==> src/rtl/hid_encoder.sv <==
`default_nettype none
// ============================================================================
// Module      : hid_encoder
// Description : Encodes keyboard matrix events and mouse motion/button
//               reports into paced, framed HID byte messages
//               (strobe/start/data). Key: 0x01,code. Mouse: 0x02,btns,dx,dy.
// Revision    : 1.0 - initial release
// ============================================================================
module hid_encoder #(
  parameter int unsigned GAP = 4
) (
  input  logic       clk,
  input  logic       reset,
  input  logic       key_valid,
  input  logic [7:0] key_code,
  output logic       key_ready,
  input  logic       mouse_valid,
  input  logic [1:0] mouse_btns,
  input  logic [7:0] mouse_dx,
  input  logic [7:0] mouse_dy,
  output logic       data_out_strobe,
  output logic       data_out_start,
  output logic [7:0] data_out,
  output logic       busy
);

  localparam logic [7:0] C_GAP_RELOAD = 8'(GAP - 1);
  localparam logic [7:0] C_KEY_ID     = 8'h01;
  localparam logic [7:0] C_MOUSE_ID   = 8'h02;

  // State names the byte most recently placed on the output register.
  typedef enum logic [2:0] {S_IDLE, S_HDR, S_B1, S_B2, S_B3} state_t;

  state_t     r_state, w_state_nxt;
  logic [7:0] r_gap;
  logic [7:0] r_tx_key, r_tx_dx, r_tx_dy;
  logic [1:0] r_tx_btns;
  logic       r_is_mouse;
  logic       r_prefer_mouse;
  logic [7:0] r_acc_dx, r_acc_dy;
  logic [1:0] r_cur_btns, r_sent_btns;
  logic       r_strobe, r_start;
  logic [7:0] r_data;

  logic       w_gap_done, w_last, w_can_start, w_arb;
  logic       w_mouse_pend, w_sel_key, w_sel_mouse;
  logic       w_emit, w_emit_start;
  logic [7:0] w_emit_data;

  // Signed 8-bit add, clamped to -128..127.
  function automatic logic [7:0] sat_add(input logic [7:0] a, input logic [7:0] b);
    logic [8:0] s;
    s = {a[7], a} + {b[7], b};
    if (s[8] != s[7]) return s[8] ? 8'h80 : 8'h7F;
    return s[7:0];
  endfunction

  assign w_gap_done   = (r_gap == 8'd0);
  // The final byte's state hands straight over to arbitration once the gap
  // expires, so back-to-back messages keep exact GAP spacing (even GAP=1).
  assign w_last       = ((r_state == S_B1) && !r_is_mouse) || (r_state == S_B3);
  assign w_can_start  = w_gap_done && ((r_state == S_IDLE) || w_last);
  assign w_arb        = w_can_start && !reset;
  assign w_mouse_pend = (r_acc_dx != 8'd0) || (r_acc_dy != 8'd0) || (r_cur_btns != r_sent_btns);
  assign w_sel_key    = w_arb && key_valid && (!w_mouse_pend || !r_prefer_mouse);
  assign w_sel_mouse  = w_arb && w_mouse_pend && (!key_valid || r_prefer_mouse);

  assign key_ready       = w_sel_key;
  assign data_out_strobe = r_strobe;
  assign data_out_start  = r_start;
  assign data_out        = r_data;
  assign busy            = !w_can_start;

  // Next-state and next output byte selection.
  always_comb begin
    w_state_nxt  = r_state;
    w_emit       = 1'b0;
    w_emit_start = 1'b0;
    w_emit_data  = r_data;
    if (w_sel_key) begin
      w_state_nxt  = S_HDR;
      w_emit       = 1'b1;
      w_emit_start = 1'b1;
      w_emit_data  = C_KEY_ID;
    end else if (w_sel_mouse) begin
      w_state_nxt  = S_HDR;
      w_emit       = 1'b1;
      w_emit_start = 1'b1;
      w_emit_data  = C_MOUSE_ID;
    end else begin
      case (r_state)
        S_IDLE: w_state_nxt = S_IDLE;
        S_HDR: if (w_gap_done) begin
          w_state_nxt = S_B1;
          w_emit      = 1'b1;
          w_emit_data = r_is_mouse ? {6'b0, r_tx_btns} : r_tx_key;
        end
        S_B1: if (w_gap_done) begin
          if (r_is_mouse) begin
            w_state_nxt = S_B2;
            w_emit      = 1'b1;
            w_emit_data = r_tx_dx;
          end else begin
            w_state_nxt = S_IDLE;
          end
        end
        S_B2: if (w_gap_done) begin
          w_state_nxt = S_B3;
          w_emit      = 1'b1;
          w_emit_data = r_tx_dy;
        end
        S_B3: if (w_gap_done) w_state_nxt = S_IDLE;
        default: w_state_nxt = S_IDLE;
      endcase
    end
  end

  // State register, gap counter and registered byte interface.
  always_ff @(posedge clk) begin
    if (reset) begin
      r_state  <= S_IDLE;
      r_gap    <= 8'd0;
      r_strobe <= 1'b0;
      r_start  <= 1'b0;
      r_data   <= 8'h00;
    end else begin
      r_state  <= w_state_nxt;
      r_strobe <= w_emit;
      r_start  <= w_emit_start;
      if (w_emit) begin
        r_data <= w_emit_data;
        r_gap  <= C_GAP_RELOAD;
      end else if (r_gap != 8'd0) begin
        r_gap <= r_gap - 8'd1;
      end
    end
  end

  // Message snapshot registers and round-robin fairness bit.
  always_ff @(posedge clk) begin
    if (reset) begin
      r_tx_key       <= 8'h00;
      r_tx_btns      <= 2'b00;
      r_tx_dx        <= 8'h00;
      r_tx_dy        <= 8'h00;
      r_is_mouse     <= 1'b0;
      r_prefer_mouse <= 1'b0;
      r_sent_btns    <= 2'b00;
    end else if (w_sel_key) begin
      r_tx_key       <= key_code;
      r_is_mouse     <= 1'b0;
      r_prefer_mouse <= 1'b1;
    end else if (w_sel_mouse) begin
      r_tx_btns      <= r_cur_btns;
      r_tx_dx        <= r_acc_dx;
      r_tx_dy        <= r_acc_dy;
      r_is_mouse     <= 1'b1;
      r_prefer_mouse <= 1'b0;
      r_sent_btns    <= r_cur_btns;
    end
  end

  // Mouse accumulators; a report arriving on a snapshot cycle starts from zero.
  always_ff @(posedge clk) begin
    if (reset) begin
      r_acc_dx   <= 8'h00;
      r_acc_dy   <= 8'h00;
      r_cur_btns <= 2'b00;
    end else if (mouse_valid) begin
      r_acc_dx   <= sat_add(w_sel_mouse ? 8'h00 : r_acc_dx, mouse_dx);
      r_acc_dy   <= sat_add(w_sel_mouse ? 8'h00 : r_acc_dy, mouse_dy);
      r_cur_btns <= mouse_btns;
    end else if (w_sel_mouse) begin
      r_acc_dx <= 8'h00;
      r_acc_dy <= 8'h00;
    end
  end

endmodule
`default_nettype wire

==> config.mk <==
export PLATFORM = sky130hd
export DESIGN_NAME = hid_encoder
export DESIGN_NICKNAME = d
export VERILOG_FILES = /design/src/rtl/hid_encoder.sv
export SDC_FILE = /design/constraint.sdc
export NUM_CORES = 1
export LEC_CHECK = 0
export CORE_MARGIN = 5
export CORE_UTILIZATION = 51
export CTS_CLUSTER_SIZE = 8
export DETAILED_ROUTE_END_ITERATION = 6
export PLACE_DENSITY = 0.72
export SETUP_SLACK_MARGIN = 0.05
export SYNTH_ARGS = -nofsm -noshare
export SYNTH_HDL_FRONTEND = slang
export SYNTH_SLANG_ARGS = --single-unit
==> constraint.sdc <==
create_clock -name clk -period 3.29 [get_ports clk]
set_clock_uncertainty 0.2 [all_clocks]
set_input_delay 0.658 -clock clk [delete_from_list [all_inputs] [get_ports clk]]
set_output_delay 0.658 -clock clk [all_outputs]
set_load 0.02 [all_outputs]
==> results.md, run 1 <==
* Most common cell after layout, fill and taps aside: buf_4
* DR iter-0 viols at approximately 140
* Ys async rst share at 0
* Worst slew margin at 0.515
* Clock Sinks at 67
* Largest area contributor in the netlist: dfxtp_1
* Slew Viols, Final at 0
* Num CTS Buffers at 9
* FF+latch count, synth at 67
* Total of max-cap violations at 0
* Die Wd at approximately 95 um
* DIE HEIGHT at about 95 um
* CTS max path bufs at 2
* Outcome: finished with violations
* Most frequent cells in the layout: buf_4 (87), dfxtp_1 (63), nor2_1 (60)
* Crit-path max FO at 6
* DR WL/cell at around 15 um
* Synth Area per Inst at slightly below 9 um^2
* Grt ovf at 0
* Dpl ws at -0.542 ns
* Yosys warning count at 0
* PwrDens at a little over 800 nW/um^2
* Max VDD drop at 0.481 mV
* Period utilisation layout at 1.02
* CP required at 3.37 ns
* Tot Pwr at 4.41 mW
* DRC at 0
* Nets at 600
* Clk root buf: clkbuf_8
* Synth Net Count at around 470
* Largest net degree at the start of global routing at 49
* Core Area at between 7000 and 8000 um^2
* TritonCTS clock tree: done
* Proportion of layout cells with a drive suffix above 1 at 0.315
* Initial antenna violation count at 0
* HP Class: reg2reg
* DRT Wirelength at about 9900 um
* Max Fclk at ~300 MHz
* Failing checks: setup timing
* Total Routing Usage GR at 0.228
* CTS HTree Levels at 3
* Layout area overhead at 47.3%
* Lkg Pwr at around 2.3 nW
* Routed vias/inst at between 5 and 6
* Synth top area cells: dfxtp_1 (36%), mux2i_1 (9.8%), nor2_1 (6.4%), ha_1 (6.1%), a211oi_1 (3.1%)
* Crit path kind: reg2reg
* ANT nets after route at 0
* CP endpoint kind: register
* Fin util at 0.759
* Starting density of the core at 0.515
* Setup violations, final at 7
* Antenna cell count at 0
* Port Buf Inserts at 41
* Worst-Margin Slew at ~0.72 ns
* Most used flip-flop cell after synthesis: dfxtp_1
* Via count at ~3500
* DIE AREA at between 9000 and 10000 um^2
* Fill cells at 523
* RSZ-0062 raised after global routing: yes
* Clock slew at reported path FFs at about 0.080 ns
* DP HPWL at 7090 um
* First-pass GRT wire length at between 15000 and 20000 um
* Num rows at 31
* Setup ws final at -0.0641 ns
* Share of the synthesized area in the top cell type at 0.365
* CTS Hold Bufs at 0
* Number of global-route vias before repair at around 3500
* Clock Latency Late Sink at between 0.3 and 0.4 ns
* 1st-pass router iterations at 4
* Synthesized instance count at between 400 and 500
* Arrival @ worst endpoint at 3.44 ns
* Gp weighted congestion at approximately 0.86
* IO Count at between 40 and 50
* Setup crit start kind: register
* Minimum clock period at 3.35 ns
* TNS Setup at -0.265 ns
* Post-synth EDFFs at 0
* Yosys cell types at 51
* Endpoints failing hold at 0
* Mapped cell area at 3680 um^2
* Sequential area share after synthesis at 0.365
area by class of cell:
cell class              instances  area, um^2  share of cell area
clock buffers                   9         124              0.0229
clock inverters                 7         103              0.0189
inverters                      17        63.8              0.0118
multi-input cells             320        2510               0.463
flip-flops and latches         67        1350               0.249
well taps                      99         124              0.0229
repair buffers                135        1150               0.212
metrics by stage:
stage               cells  cell area [um^2]  hold slack, ns
finish                654              5420           0.298
global route          654              5420           0.324
CTS                   651              5330           0.302
detailed placement    621              4860           0.282
floorplan             422              3840           0.247
global placement      621              4860           0.258
registers in the layout, summed over array words and instances, names as in the netlist, 2 cells and up:
signal       count
data_out         8
r_cur_btns       2
r_tx_dx          8
r_state          3
r_sent_btns      2
r_tx_key         8
r_acc_dx         8
r_gap            8
r_acc_dy         8
r_tx_dy          8
per-layer routing:
layer,GRT usage,vias to the layer above,part of all wire
met5,0,-,0
met4,0.0829,0,0.018
met3,0.0295,16,0.030
met2,0.417,70,0.52
met1,0.271,1628,0.43
li1,-,1754,-
report_power, final:
group	switching (mW)	total (mW)	internal, mW
clock network	0.325	0.756	0.431
registers	0.124	1.11	0.990
logic	1.22	2.54	1.32
kinds of logic (layout without fill, tap and decap cells):
family          Yosys count  in the layout  share of synthesized area
fa+ha+maj                20             20                     0.0721
buf+inv                  35            168                     0.0405
simple gates            162            162                      0.224
mux                      36             36                     0.0980
xor+xnor                 16             16                     0.0381
compound gates           86             86                      0.163
flops                    67             67                      0.365
synth_stat cells, types with 3 or more instances:
cell type	instances
ha_1	18
nand2_1	30
nor4_1	4
clkbuf_1	8
inv_1	14
a31oi_1	8
a211oi_1	15
o21ai_0	9
nor2_1	63
o211ai_1	9
nor3_1	12
nor2b_1	8
buf_2	5
and2_1	17
or3_1	5
a21oi_1	18
o21ai_1	9
xnor2_1	10
xor2_1	6
nand2b_1	3
nand3_1	5
mux2i_1	36
o21a_1	5
dfxtp_1	67
buf_4	3
worst max-delay path, cell delays in order (launching register included):
cell and delay, ns:
dfxtp_2 0.34, nor4_2 0.32, nand4_2 0.21, o2111ai_4 0.30, buf_12 0.15, and2_4 0.13
ha_4 0.14, inv_2 0.04, fa_2 0.38, nor2b_4 0.16, o2111ai_2 0.13, and3_4 0.18
buf_6 0.13, nor3_4 0.18, buf_6 0.15, nor2_4 0.04, o21ai_1 0.11
what timing repair did:
action | 4_1_cts | 5_1_grt
pin swaps | 30 | 16
buffers inserted | 15 | 3
endpoints found under the hold margin | 0 | 0
setup endpoints to repair | 16 | 16
resized for setup | 34 | 15
path summary, 6_finish.rpt:
path,start,to,slack (ns),cells past startpoint
worst max-delay path,r_acc_dy[3],r_acc_dy[3],-0.06,16
worst min-delay path,data_out[5],data_out[5],0.30,2
worst max register to register,r_acc_dy[3],r_acc_dy[3],-0.06,16
worst min register to register,data_out[5],data_out[5],0.30,2
Note: power is estimated with default switching activity, not from simulation.
==> inputs of run 2 (changes only) <==
--- a/config.mk
+++ b/config.mk
@@ -7,6 +7,7 @@
 export LEC_CHECK = 0
 export CORE_MARGIN = 5
 export CORE_UTILIZATION = 51
+export CTS_CLUSTER_DIAMETER = 100
 export CTS_CLUSTER_SIZE = 8
 export DETAILED_ROUTE_END_ITERATION = 6
 export PLACE_DENSITY = 0.72
==> results of run 2 <==
Same layout as run 1: the final DEF is identical, and so are final timing and power.
